--- config.mk ---
export PLATFORM = sky130hd
export DESIGN_NAME = i2c_target_rx_flat
export DESIGN_NICKNAME = d
export VERILOG_FILES = /design/src/rtl/i2c_target_rx_if.sv /design/src/rtl/i2c_target_rx.sv /design/src/flat_wrapper.sv
export SDC_FILE = /design/constraint.sdc
export NUM_CORES = 1
export LEC_CHECK = 0
export CAP_MARGIN = 20
export CELL_PAD_IN_SITES_DETAIL_PLACEMENT = 1
export CELL_PAD_IN_SITES_GLOBAL_PLACEMENT = 2
export CORE_MARGIN = 2
export CORE_UTILIZATION = 43
export CTS_BUF_LIST = sky130_fd_sc_hd__clkbuf_8
export CTS_CLUSTER_SIZE = 25
export DETAILED_ROUTE_END_ITERATION = 16
export DONT_BUFFER_PORTS = 1
export PLACE_DENSITY_LB_ADDON = 0.1
export SLEW_MARGIN = 20
export SYNTH_ARGS = -nofsm -noshare
export SYNTH_HDL_FRONTEND = slang
export SYNTH_SLANG_ARGS = --single-unit
--- constraint.sdc ---
create_clock -name clk -period 2.8 [get_ports clk]
set_clock_uncertainty 0.2 [all_clocks]
set_input_delay 0.56 -clock clk [delete_from_list [all_inputs] [get_ports clk]]
set_output_delay 0.56 -clock clk [all_outputs]
set_load 0.02 [all_outputs]
--- src/rtl/i2c_target_rx_if.sv ---
// Synchronized I2C line signals plus the received-byte handshake of the write-only target.
interface i2c_target_rx_if;
    logic       sck_synced;
    logic       sda_synced;
    logic       start_condition;
    logic       stop_condition;
    logic       sda_drive_low;
    logic [7:0] byte_data;
    logic       byte_valid;
    logic       byte_first;
    logic       byte_ready;
    logic       busy;
    logic       overrun;

    modport master (
        output sck_synced, sda_synced, start_condition, stop_condition, byte_ready,
        input  sda_drive_low, byte_data, byte_valid, byte_first, busy, overrun
    );

    modport slave (
        input  sck_synced, sda_synced, start_condition, stop_condition, byte_ready,
        output sda_drive_low, byte_data, byte_valid, byte_first, busy, overrun
    );
endinterface

--- src/rtl/i2c_target_rx.sv ---
// I2C write-only target: matches the address, ACKs and hands each data byte to a one-deep holding register.
// A byte arriving while the holding register is still full is NACKed and flagged in the sticky overrun bit.
module i2c_target_rx #(
    parameter logic [6:0] TARGET_ADDR = 7'h2A
) (
    input logic            clk,
    input logic            reset,
    i2c_target_rx_if.slave bus
);

    typedef enum logic [2:0] {
        IDLE,
        ADDR,
        ADDR_ACK,
        DATA,
        DATA_ACK,
        IGNORE
    } state_t;

    state_t     state_q, state_d;
    logic       sck_prev_q;
    logic [7:0] shift_q, shift_d;
    logic [2:0] cnt_q, cnt_d;
    logic       sda_low_q, sda_low_d;
    logic [7:0] data_q, data_d;
    logic       valid_q, valid_d;
    logic       first_out_q, first_out_d;
    logic       first_flag_q, first_flag_d;
    logic       overrun_q, overrun_d;

    logic       sck_rise;
    logic       sck_fall;
    logic [7:0] shifted;
    logic       hold_free;

    assign sck_rise  = bus.sck_synced & ~sck_prev_q;
    assign sck_fall  = ~bus.sck_synced & sck_prev_q;
    assign shifted   = {shift_q[6:0], bus.sda_synced};
    assign hold_free = ~valid_q | bus.byte_ready;

    always_ff @(posedge clk) begin
        if (reset) begin
            state_q      <= IDLE;
            sck_prev_q   <= 1'b0;
            shift_q      <= 8'h00;
            cnt_q        <= 3'd0;
            sda_low_q    <= 1'b0;
            data_q       <= 8'h00;
            valid_q      <= 1'b0;
            first_out_q  <= 1'b0;
            first_flag_q <= 1'b0;
            overrun_q    <= 1'b0;
        end else begin
            state_q      <= state_d;
            sck_prev_q   <= bus.sck_synced;
            shift_q      <= shift_d;
            cnt_q        <= cnt_d;
            sda_low_q    <= sda_low_d;
            data_q       <= data_d;
            valid_q      <= valid_d;
            first_out_q  <= first_out_d;
            first_flag_q <= first_flag_d;
            overrun_q    <= overrun_d;
        end
    end

    always_comb begin
        state_d      = state_q;
        shift_d      = shift_q;
        cnt_d        = cnt_q;
        sda_low_d    = sda_low_q;
        data_d       = data_q;
        valid_d      = valid_q;
        first_out_d  = first_out_q;
        first_flag_d = first_flag_q;
        overrun_d    = overrun_q;

        // Consumption first so that a same-cycle load below can override it.
        if (valid_q && bus.byte_ready) begin
            valid_d = 1'b0;
        end

        if (bus.start_condition) begin
            state_d   = ADDR;
            cnt_d     = 3'd0;
            sda_low_d = 1'b0;
        end else if (bus.stop_condition) begin
            state_d   = IDLE;
            sda_low_d = 1'b0;
        end else begin
            case (state_q)
                IDLE, IGNORE: begin
                    sda_low_d = 1'b0;
                end
                ADDR: begin
                    sda_low_d = 1'b0;
                    if (sck_rise) begin
                        shift_d = shifted;
                        cnt_d   = cnt_q + 3'd1;
                        if (cnt_q == 3'd7) begin
                            if (shifted[7:1] == TARGET_ADDR && !shifted[0]) begin
                                state_d = ADDR_ACK;
                            end else begin
                                state_d = IGNORE;
                            end
                        end
                    end
                end
                ADDR_ACK, DATA_ACK: begin
                    if (state_q == ADDR_ACK) begin
                        first_flag_d = 1'b1;
                    end
                    // First fall ends bit 8 and starts the ACK; the second fall ends the ACK clock.
                    if (sck_fall) begin
                        if (!sda_low_q) begin
                            sda_low_d = 1'b1;
                        end else begin
                            sda_low_d = 1'b0;
                            state_d   = DATA;
                            cnt_d     = 3'd0;
                        end
                    end
                end
                DATA: begin
                    sda_low_d = 1'b0;
                    if (sck_rise) begin
                        shift_d = shifted;
                        cnt_d   = cnt_q + 3'd1;
                        if (cnt_q == 3'd7) begin
                            if (hold_free) begin
                                data_d       = shifted;
                                valid_d      = 1'b1;
                                first_out_d  = first_flag_q;
                                first_flag_d = 1'b0;
                                state_d      = DATA_ACK;
                            end else begin
                                overrun_d = 1'b1;
                                state_d   = IGNORE;
                            end
                        end
                    end
                end
                default: begin
                    state_d   = IDLE;
                    sda_low_d = 1'b0;
                end
            endcase
        end
    end

    assign bus.sda_drive_low = sda_low_q;
    assign bus.byte_data     = data_q;
    assign bus.byte_valid    = valid_q;
    assign bus.byte_first    = first_out_q;
    assign bus.busy          = (state_q != IDLE);
    assign bus.overrun       = overrun_q;

endmodule

--- src/flat_wrapper.sv ---
// flat-port wrapper written by rule: the top's interface ports become plain ports
module i2c_target_rx_flat 
#(
    parameter logic [6:0] TARGET_ADDR = 7'h2A
)
  (clk, reset, bus_sck_synced, bus_sda_synced, bus_start_condition, bus_stop_condition, bus_byte_ready, bus_sda_drive_low, bus_byte_data, bus_byte_valid, bus_byte_first, bus_busy, bus_overrun);
  i2c_target_rx_if bus_i ();
  input logic clk;
  input logic reset;
  input wire logic [$bits(bus_i.sck_synced)-1:0] bus_sck_synced;
  input wire logic [$bits(bus_i.sda_synced)-1:0] bus_sda_synced;
  input wire logic [$bits(bus_i.start_condition)-1:0] bus_start_condition;
  input wire logic [$bits(bus_i.stop_condition)-1:0] bus_stop_condition;
  input wire logic [$bits(bus_i.byte_ready)-1:0] bus_byte_ready;
  output wire logic [$bits(bus_i.sda_drive_low)-1:0] bus_sda_drive_low;
  output wire logic [$bits(bus_i.byte_data)-1:0] bus_byte_data;
  output wire logic [$bits(bus_i.byte_valid)-1:0] bus_byte_valid;
  output wire logic [$bits(bus_i.byte_first)-1:0] bus_byte_first;
  output wire logic [$bits(bus_i.busy)-1:0] bus_busy;
  output wire logic [$bits(bus_i.overrun)-1:0] bus_overrun;
  assign bus_i.sck_synced = bus_sck_synced;
  assign bus_i.sda_synced = bus_sda_synced;
  assign bus_i.start_condition = bus_start_condition;
  assign bus_i.stop_condition = bus_stop_condition;
  assign bus_i.byte_ready = bus_byte_ready;
  assign bus_sda_drive_low = bus_i.sda_drive_low;
  assign bus_byte_data = bus_i.byte_data;
  assign bus_byte_valid = bus_i.byte_valid;
  assign bus_byte_first = bus_i.byte_first;
  assign bus_busy = bus_i.busy;
  assign bus_overrun = bus_i.overrun;
  i2c_target_rx #(.TARGET_ADDR(TARGET_ADDR)) u_core (.clk(clk), .reset(reset), .bus(bus_i));
endmodule
==> metrics.txt <==
Main synth FF type dfxtp_1; gr ovfl total 0; hold path cells 1; Max-cap violations 0; Hold WS 0.148 ns; GPL Wtd Cong 0.784; Detail Route Antenna Nets 0; worst r2r src u_core.state_q[0]$_SDFFE_PP0P_; TritonCTS buffer count 3; type of the worst min-delay path input port to flop; residual DRC count 0; die width 58.5 µm; PwrDens 475 mW/mm²; Clock Latency Late Sink 0.27 ns; post-DR vias/cell 5.80; Bufs on Longest Clock Path 2; Commonest cells post-synth 27 x dfxtp_1, 14 x nor2_1, 12 x nand2_1; flops & latches, synth 27; RSZ-0062 raised after global routing no; Final Power 628 µW; Row Count 19; clk sink count 27; Seq/Total Area, Yosys 42.3%; startpoint types flop; placed inst area 0.00128 mm²; die area 0.00342 mm²; Post-Synthesis Cells 134; area delta synth->final 3.53%; die height 58.5 µm; Peak supply drop 436 µV; Post-synth EDFFs 0; hold_buf cts 0; Post-CTS Setup Bufs 0; hold endpoint u_core.sck_prev_q$_SDFF_PP0_; Slew HR 67.6%; core area 0.00278 mm²; IO buf count 0; Initial Util 45.9%; layout cells sized above 1 12.0%; initial antenna violation count 0; via count 952; average wire per standard cell 16.4 µm; Final Max Slew Viols 0; CTS tree yes; HP Start reset; crit path kind flop to flop; placed wire-length estimate 2.01 mm; root buffer cell clkbuf_8; Fin Setup TNS 0 ns; Critical Path RT 2.77 ns; R2R setup slack 0.90 ns; Pre-Repair DR Iteration Count 4; min cycle time layout 1.90 ns; Tcrit/Tclk final 67.8%; Post-Syn Nets 143; crit path DAT 1.87 ns; ANT cells 0; fill count 319; first-pass GRT wire length 4.66 mm; GR Util All Layers 18.1%; Crit. Startpoint u_core.state_q[0]$_SDFFE_PP0P_; worst-path fanout max 11; Nets 143; largest cells by area after synthesis dfxtp_1 42%, mux2i_1 8.6%, nand3_1 4.3%; Hold Fails Final Rpt 0; top achievable clock speed 526 MHz; design area 0.00132 mm²; vias in the first global route 982; synthesized area 0.00128 mm²; Yosys top cell area share 42.3%; H-tree depth 1; Lkg Pwr 0.542 nW; Mean Syn Cell Area 9.53 µm²; Total Wirelength 2.68 mm; FF-to-FF path depth 5; status complete, no violations; worst r2r dst u_core.bus.byte_data[3]$_SDFFE_PP0P_; Reg clk slew, reported paths 0.09 ns; pin count of the biggest net entering global routing 25; Synth area leader dfxtp_1; # setup viols final 0; warnings from Yosys 0; worst slew pin tran 0.484 ns; Initial DRC Count 32; most common cell in the netlist dfxtp_1; post-synthesis async set-or-reset flop share 0%; synth unique cells 40; Finished Layout Cells 164; endpoint type of the worst setup path flop; I/O pins 20; Post-CTS Resized 0; dpl cells 160
-- flip-flops by register name (all words and copies together) (netlist names) --
| register | count |
|---|---|
| u_core.bus.sda_drive_low | 1 |
| u_core.bus.byte_valid | 1 |
| u_core.bus.overrun | 1 |
| u_core.sck_prev_q | 1 |
| u_core.first_flag_q | 1 |
| u_core.bus.byte_data | 8 |
| u_core.shift_q | 7 |
| u_core.cnt_q | 3 |
| u_core.bus.byte_first | 1 |
| u_core.state_q | 3 |
-- per-layer routing --
metal / track usage, % / up-vias / wire [µm]
li1: - / 477 / -
met4: 5.98 / 0 / 35
met5: 0 / - / 0
met3: 5.05 / 4 / 118
met2: 28.1 / 19 / 1190
met1: 24.2 / 452 / 1340
-- cell families (layout without fill, tap and decap cells) --
| family | Yosys count | in the layout | share of synthesized area, % |
|---|---|---|---|
| AO/OA/AOI/OAI | 26 | 26 | 16.3 |
| buffers and inverters | 9 | 8 | 4.50 |
| AND/OR/NAND/NOR | 57 | 57 | 25.0 |
| multiplexers | 11 | 11 | 8.62 |
| XOR/XNOR | 2 | 2 | 1.37 |
| adder cells (fa/ha/maj) | 2 | 2 | 1.96 |
| flip-flops | 27 | 27 | 42.3 |
-- worst max path at each step --
stage,end,cells after the start,slack (ns)
floorplan,u_core.bus.byte_data[0]$_SDFFE_PP0P_,6,1.07
global placement,u_core.bus.byte_data[4]$_SDFFE_PP0P_,5,0.91
detailed placement,u_core.bus.byte_first$_SDFFE_PP0P_,5,0.88
CTS,u_core.state_q[0]$_SDFFE_PP0P_,6,0.90
global route,u_core.bus.byte_first$_SDFFE_PP0P_,5,0.78
finish,u_core.bus.byte_data[3]$_SDFFE_PP0P_,5,0.90
-- cell type report --
type,instances,area [µm²],area share (%)
clock inverter,1,3.75,0.284
inverter,3,11.3,0.851
clock buffer,3,41.3,3.12
multi-input combinational,98,679,51.4
sequential,27,541,40.9
tap,31,38.8,2.93
timing repair buffer,1,7.51,0.568
-- report_power, final --
part	leakage [nW]	internal, mW	total, mW	switching [mW]
clock	0.0269	0.0983	0.215	0.117
combinational	0.297	0.00885	0.0241	0.0153
sequential	0.218	0.386	0.389	0.00294
-- through the flow --
| step | setup slack [ns] | util (%) |
|---|---|---|
| 2_1_floorplan | 1.07 | - |
| 3_3_place_gp | 0.914 | 45.9 |
| 3_5_place_dp | 0.875 | 45.9 |
| 4_1_cts | 0.899 | 47.5 |
| 5_1_grt | 0.779 | 47.5 |
| 6_report | 0.901 | 47.5 |
-- worst max-delay path, cell delays in order (launching register included) --
cell and delay, ns:
dfxtp_1 0.49, and4bb_1 0.51, nand4_1 0.14, buf_4 0.22
mux2i_1 0.18, nor2_1 0.05
-- layout by cell type, fill, tap and decap left out, types with 2 or more instances in the layout --
master and instances:
inv_1 4, o41ai_2 2, and4bb_1 2, nand2_1 12, nor2b_1 3, ha_1 2, mux2i_1 11, nand3_1 11
a31oi_1 3, a211oi_1 3, dfxtp_1 27, clkbuf_8 3, a21oi_1 9, nor3_1 2, nor2_1 14, nand2b_1 2
No activity file was read; power rests on OpenSTA's default activity.
